<file path="src/rtl/ib_fill_ctrl_pkg.sv">
// Shared definitions for the instruction-buffer fill path: entry layout, fault flag positions,
// reset PC and the fill controller state encoding.
package ib_fill_ctrl_pkg;

   localparam int unsigned ENTRY_W     = 71;
   localparam logic [31:0] RESET_PC    = 32'hBFC0_0000;
   localparam int unsigned ACK_TIMEOUT = 255;

   localparam int unsigned INSTR_LSB    = 0;
   localparam int unsigned PC_LSB       = 32;
   localparam int unsigned MISALIGN_BIT = 64;
   localparam int unsigned BUS_ERR_BIT  = 65;
   localparam int unsigned RSVD_BIT     = 66;
   localparam int unsigned EPOCH_LSB    = 67;

   typedef enum logic [2:0] {
      StIdle   = 3'd0,
      StFetch  = 3'd1,
      StPushLo = 3'd2,
      StPushHi = 3'd3,
      StDrop   = 3'd4,
      StExc    = 3'd5,
      StHalt   = 3'd6
   } fill_state_e;

   function automatic logic [ENTRY_W-1:0] pack_entry(input logic [3:0]  epoch,
                                                     input logic        bus_err,
                                                     input logic        misaligned,
                                                     input logic [31:0] pc,
                                                     input logic [31:0] instr);
      return {epoch, 1'b0, bus_err, misaligned, pc, instr};
   endfunction

endpackage

</file>
<file path="src/rtl/ib_fill_ctrl_timeout.sv">
// Saturating 8-bit wait counter used to bound how long a fetch request may wait for its ack.
module ib_fill_ctrl_timeout #(
   parameter int unsigned Max = 255
) (
   input  logic clk_i,
   input  logic rst_i,
   input  logic clr_i,
   input  logic inc_i,
   output logic expired_o
);

   localparam logic [7:0] MaxCnt = 8'(Max);

   logic [7:0] cnt_q, cnt_d;

   always_comb begin
      cnt_d = cnt_q;
      if (clr_i) begin
         cnt_d = 8'd0;
      end else if (inc_i && (cnt_q != MaxCnt)) begin
         cnt_d = cnt_q + 8'd1;
      end
   end

   always_ff @(posedge clk_i or posedge rst_i) begin
      if (rst_i) begin
         cnt_q <= 8'd0;
      end else begin
         cnt_q <= cnt_d;
      end
   end

   assign expired_o = (cnt_q == MaxCnt);

endmodule

</file>
<file path="src/rtl/ib_fill_ctrl.sv">
// Fetch-side writer for the instruction buffer: requests 64-bit packets, splits them into
// two entries, and handles redirects, in-flight response drop and fetch faults.
module ib_fill_ctrl
   import ib_fill_ctrl_pkg::*;
#(
   parameter logic [31:0] ResetPc    = RESET_PC,
   parameter int unsigned AckTimeout = ACK_TIMEOUT
) (
   input  logic               clk_i,
   input  logic               rst_i,
   input  logic               flush_i,
   input  logic [31:0]        flush_pc_i,
   output logic               if_req_o,
   output logic [31:0]        if_addr_o,
   input  logic               if_ack_i,
   input  logic [63:0]        if_rdata_i,
   input  logic               if_err_i,
   output logic               ib_wen_o,
   output logic [ENTRY_W-1:0] ib_wdata_o,
   input  logic               ib_full_i
);

   fill_state_e state_q, state_d;
   logic [31:0] pc_q, pc_d;
   logic [31:0] addr_q, addr_d;
   logic [3:0]  epoch_q, epoch_d;
   logic [63:0] rdata_q, rdata_d;
   logic        mis_q, mis_d;
   logic        berr_q, berr_d;

   logic        expired;
   logic        cnt_inc;
   logic        cnt_clr;
   logic        launch;
   logic [31:0] launch_pc;

   always_comb begin
      state_d   = state_q;
      pc_d      = pc_q;
      addr_d    = addr_q;
      epoch_d   = epoch_q;
      rdata_d   = rdata_q;
      mis_d     = mis_q;
      berr_d    = berr_q;
      launch    = 1'b0;
      launch_pc = pc_q;

      if (flush_i) begin
         pc_d      = flush_pc_i;
         epoch_d   = epoch_q + 4'd1;
         rdata_d   = 64'd0;
         mis_d     = 1'b0;
         berr_d    = 1'b0;
         launch_pc = flush_pc_i;
         // A request still outstanding must be waited out before a new one may be issued.
         if ((state_q == StFetch || state_q == StDrop) && !if_ack_i && !expired) begin
            state_d = StDrop;
         end else begin
            launch = 1'b1;
         end
      end else begin
         case (state_q)
            StIdle: launch = 1'b1;
            StFetch: begin
               if (if_ack_i) begin
                  rdata_d = if_rdata_i;
                  if (if_err_i) begin
                     berr_d  = 1'b1;
                     state_d = StExc;
                  end else begin
                     state_d = pc_q[2] ? StPushHi : StPushLo;
                  end
               end else if (expired) begin
                  berr_d  = 1'b1;
                  state_d = StExc;
               end
            end
            StPushLo: begin
               if (!ib_full_i) begin
                  pc_d    = pc_q + 32'd4;
                  state_d = StPushHi;
               end
            end
            StPushHi: begin
               if (!ib_full_i) begin
                  pc_d      = pc_q + 32'd4;
                  launch_pc = pc_q + 32'd4;
                  launch    = 1'b1;
               end
            end
            StDrop: begin
               if (if_ack_i || expired) begin
                  launch = 1'b1;
               end
            end
            StExc: begin
               if (!ib_full_i) begin
                  state_d = StHalt;
               end
            end
            default: ;
         endcase
      end

      if (launch) begin
         if (launch_pc[1:0] != 2'b00) begin
            mis_d   = 1'b1;
            state_d = StExc;
         end else begin
            addr_d  = {launch_pc[31:3], 3'b000};
            state_d = StFetch;
         end
      end
   end

   always_ff @(posedge clk_i or posedge rst_i) begin
      if (rst_i) begin
         state_q <= StIdle;
         pc_q    <= ResetPc;
         addr_q  <= ResetPc;
         epoch_q <= 4'd0;
         rdata_q <= 64'd0;
         mis_q   <= 1'b0;
         berr_q  <= 1'b0;
      end else begin
         state_q <= state_d;
         pc_q    <= pc_d;
         addr_q  <= addr_d;
         epoch_q <= epoch_d;
         rdata_q <= rdata_d;
         mis_q   <= mis_d;
         berr_q  <= berr_d;
      end
   end

   // Counting spans FETCH and a following DROP: both wait on the same outstanding request.
   assign cnt_inc = (state_q == StFetch) || (state_q == StDrop);
   assign cnt_clr = if_ack_i || expired || !((state_d == StFetch) || (state_d == StDrop));

   ib_fill_ctrl_timeout #(
      .Max (AckTimeout)
   ) u_timeout (
      .clk_i     (clk_i),
      .rst_i     (rst_i),
      .clr_i     (cnt_clr),
      .inc_i     (cnt_inc),
      .expired_o (expired)
   );

   always_comb begin
      ib_wen_o   = 1'b0;
      ib_wdata_o = '0;
      case (state_q)
         StPushLo: begin
            ib_wen_o   = 1'b1;
            ib_wdata_o = pack_entry(epoch_q, 1'b0, 1'b0, pc_q, rdata_q[31:0]);
         end
         StPushHi: begin
            ib_wen_o   = 1'b1;
            ib_wdata_o = pack_entry(epoch_q, 1'b0, 1'b0, pc_q, rdata_q[63:32]);
         end
         StExc: begin
            ib_wen_o   = 1'b1;
            ib_wdata_o = pack_entry(epoch_q, berr_q, mis_q, pc_q, 32'd0);
         end
         default: ;
      endcase
      if (flush_i) begin
         ib_wen_o = 1'b0;
      end
   end

   assign if_req_o  = (state_q == StFetch) || (state_q == StDrop);
   assign if_addr_o = addr_q;

endmodule

</file>
<file path="config.mk">
export PLATFORM = sky130hd
export DESIGN_NAME = ib_fill_ctrl
export DESIGN_NICKNAME = d
export VERILOG_FILES = /design/src/rtl/ib_fill_ctrl_pkg.sv /design/src/rtl/ib_fill_ctrl_timeout.sv /design/src/rtl/ib_fill_ctrl.sv
export SDC_FILE = /design/constraint.sdc
export NUM_CORES = 1
export LEC_CHECK = 0
export CAP_MARGIN = 15
export CORE_ASPECT_RATIO = 1.5
export CORE_UTILIZATION = 45
export CTS_CLUSTER_SIZE = 40
export DETAILED_ROUTE_END_ITERATION = 7
export GPL_ROUTABILITY_DRIVEN = 1
export PLACE_DENSITY = 0.8
export SYNTH_ARGS = -nofsm -noshare
export SYNTH_HDL_FRONTEND = slang
export SYNTH_SLANG_ARGS = --single-unit
</file>
<file path="constraint.sdc">
create_clock -name clk_i -period 4.54 [get_ports clk_i]
set_clock_uncertainty 0.05 [all_clocks]
set_input_delay 0.908 -clock clk_i [delete_from_list [all_inputs] [get_ports clk_i]]
set_output_delay 0.908 -clock clk_i [all_outputs]
set_load 0.005 [all_outputs]
</file>
==> metrics.txt <==
Routed Antenna Nets 0; total grt overflow 0; Area Growth Syn to Fin 35.0%; largest net degree at the start of global routing 65; WP data required 3.58 ns; DR vias 6999; Max VDD drop 0.000238 V; Critical Path End Type output port; Worst-Skew Late Latency 0.42 ns; die width 110 um; ys async rst share 100%; Peak Freq 288 MHz; main flop type after synthesis dfrtp_1; CP Max Fanout 33; Final Core Density 62.9%; Rows 58; Slew @ Worst Pin 1.00 ns; die area 0.0180 mm2; antenna cells 0; Setup Buffers After CTS 0; DRT Wirelength 21.6 mm; DR vias/cell 5.51; synth unique cells 57; outcome complete, no violations; Die Ht 164 um; drt drc 0; Final Setup Violations 0; reg-to-reg startpoint state_q[0]$_DFF_PP0_; Root Driver clkbuf_16; setup ws final 1.07 ns; post-cts sizing count 0; first-pass GRT wire length 34.9 mm; #FFs+latches synth 142; layout cells sized above 1 8.86%; Max-Cap Viols 0; Synth Cell Area 0.00788 mm2; crit path DAT 2.52 ns; vias in the first global route 7131; Mapped Avg Cell Area 8.94 um2; All-Layer GR Usage 25.2%; initial antenna violation count 0; leading cell type in the layout, fill and taps excluded clkdlybuf4s50_1; Tcrit/Tclk final 76.5%; drt first pass iters 5; hold_buf cts 0; HPWL Detailed 15.2 mm; RSZ-0062 raised after global routing no; Yosys warnings 0; beginning of the worst hold path if_addr_o[9]$_DFFE_PP0P_; Top Ports 207; Routed wire per std cell 17.0 um; placed cells 1237; CTS Buf Count 17; fillers 1438; setup TNS 0 ns; Pwr Density 436 mW/mm2; maximum root-to-sink buffer count 2; sequential share of the synthesized area 45.4%; total core area 0.0169 mm2; critical path launch point type flip-flop; DP Worst Slack 1.00 ns; initial core utilization 46.6%; Crit. Startpoint state_q[2]$_DFF_PP0_; CP Class reg2out; Layout Cells excl Fill 1271; CTS Sinks 142; nets 1153; Leak Pwr 4.30 nW; IO Port Bufs 202; total power 4.64 mW; worst min path class reg2reg; routability cong. 0.870; Worst-path clk slew 0.07 ns; Tmin final 3.47 ns; Mapped Cells 881; Hold Fails Final Rpt 0; Max Slew Vio Count 0; EDFF count, synth 0; drt first-iter violations 365; CTS tree yes; H-tree levels 4; most frequent cells in the layout clkdlybuf4s50_1 (201), nand2_1 (169), dfrtp_1 (123), a21oi_1 (81), nor2_1 (63); Worst slew margin 32.8%
-- path summary, 6_finish.rpt --
path | end | slack [ns] | depth (start not counted)
max | ib_wdata_o[40] | 1.07 | 5
min | if_addr_o[9]$_DFFE_PP0P_ | 0.44 | 2
max reg2reg | if_addr_o[16]$_DFFE_PP0P_ | 1.64 | 6
min reg2reg | if_addr_o[9]$_DFFE_PP0P_ | 0.44 | 2
max in group asynchronous | pc_q[26]$_DFFE_PP1N_ | 2.81 | 3
min in group asynchronous | state_q[0]$_DFF_PP0_ | 0.85 | 2
-- worst max-delay path, cell delays in order (launching register included) --
cell and delay [ns]:
dfrtp_1 0.60, nand2_1 0.21, o21ai_2 0.23, buf_4 0.33, and2_1 0.18, clkdlybuf4s50_1 0.53
-- state kept, by name, summed over array words and instances, names as in the netlist --
signal	cells
state_q	3
berr_q	1
pc_q	32
epoch_q	4
rdata_q	64
mis_q	1
u_timeout.cnt_q	8
if_addr_o	29
-- logic make-up after synthesis --
group	Yosys count	share of synthesized area, %
flops	142	45.4
other cells	1	0.0476
buf+inv	80	4.12
mux	66	8.63
simple gates	387	23.9
xor+xnor	57	6.34
fa+ha+maj	3	0.477
compound gates	145	11.1
-- where the power goes --
part / switching [mW] / total, mW / internal (mW)
combinational: 0.645 / 1.51 / 0.868
clock: 0.653 / 1.40 / 0.744
sequential: 0.210 / 1.73 / 1.52
total: 1.51 / 4.64 / 3.13
-- layer usage --
layer | up-vias | global-route usage (%) | share of wire [%]
met3 | 58 | 5.52 | 6.0
li1 | 3336 | - | -
met2 | 253 | 44.1 | 53
met1 | 3352 | 28.0 | 37
met5 | - | 0 | 0
met4 | 0 | 13.2 | 4.2
-- synth_stat cells, drive strengths merged, types with 3 or more instances --
library cell	instances	area, um2
buf	21	103
a221oi	4	35.0
nand2b	19	119
nand3b	3	22.5
nor3b	3	22.5
dfrtp	124	3100
o21a	3	22.5
clkbuf	49	184
and3	6	37.5
nand2	170	638
mux2	15	169
xor2	41	359
nand3	15	75.1
a21oi	81	405
dfstp	18	473
nor2	63	236
nor3	21	105
nand4	21	153
o31a	5	43.8
inv	10	37.5
mux2i	51	510
or3	4	25.0
xnor2	16	140
nor4	12	109
o31ai	8	60.1
o21ai	19	95.1
and4	5	43.8
a21boi	9	67.6
ha	3	37.5
and2	39	244
-- area by class of cell --
type / instances / area, um2 / area share (%)
Clock buffer: 17 / 425 / 4.00
Clock inverter: 15 / 170 / 1.60
Inverter: 10 / 41.3 / 0.388
Multi-Input combinational cell: 662 / 4000 / 37.6
Sequential cell: 142 / 3580 / 33.7
Tap cell: 210 / 263 / 2.47
Timing Repair Buffer: 215 / 2150 / 20.3
-- metrics by stage --
step / area (um2) / hold slack (ns)
CTS: 10600 / 0.444
global route: 10600 / 0.460
finish: 10600 / 0.440
global placement: 9990 / 0.404
detailed placement: 9990 / 0.429
floorplan: 7890 / 0.388
Note: power is estimated with default switching activity, not from simulation.
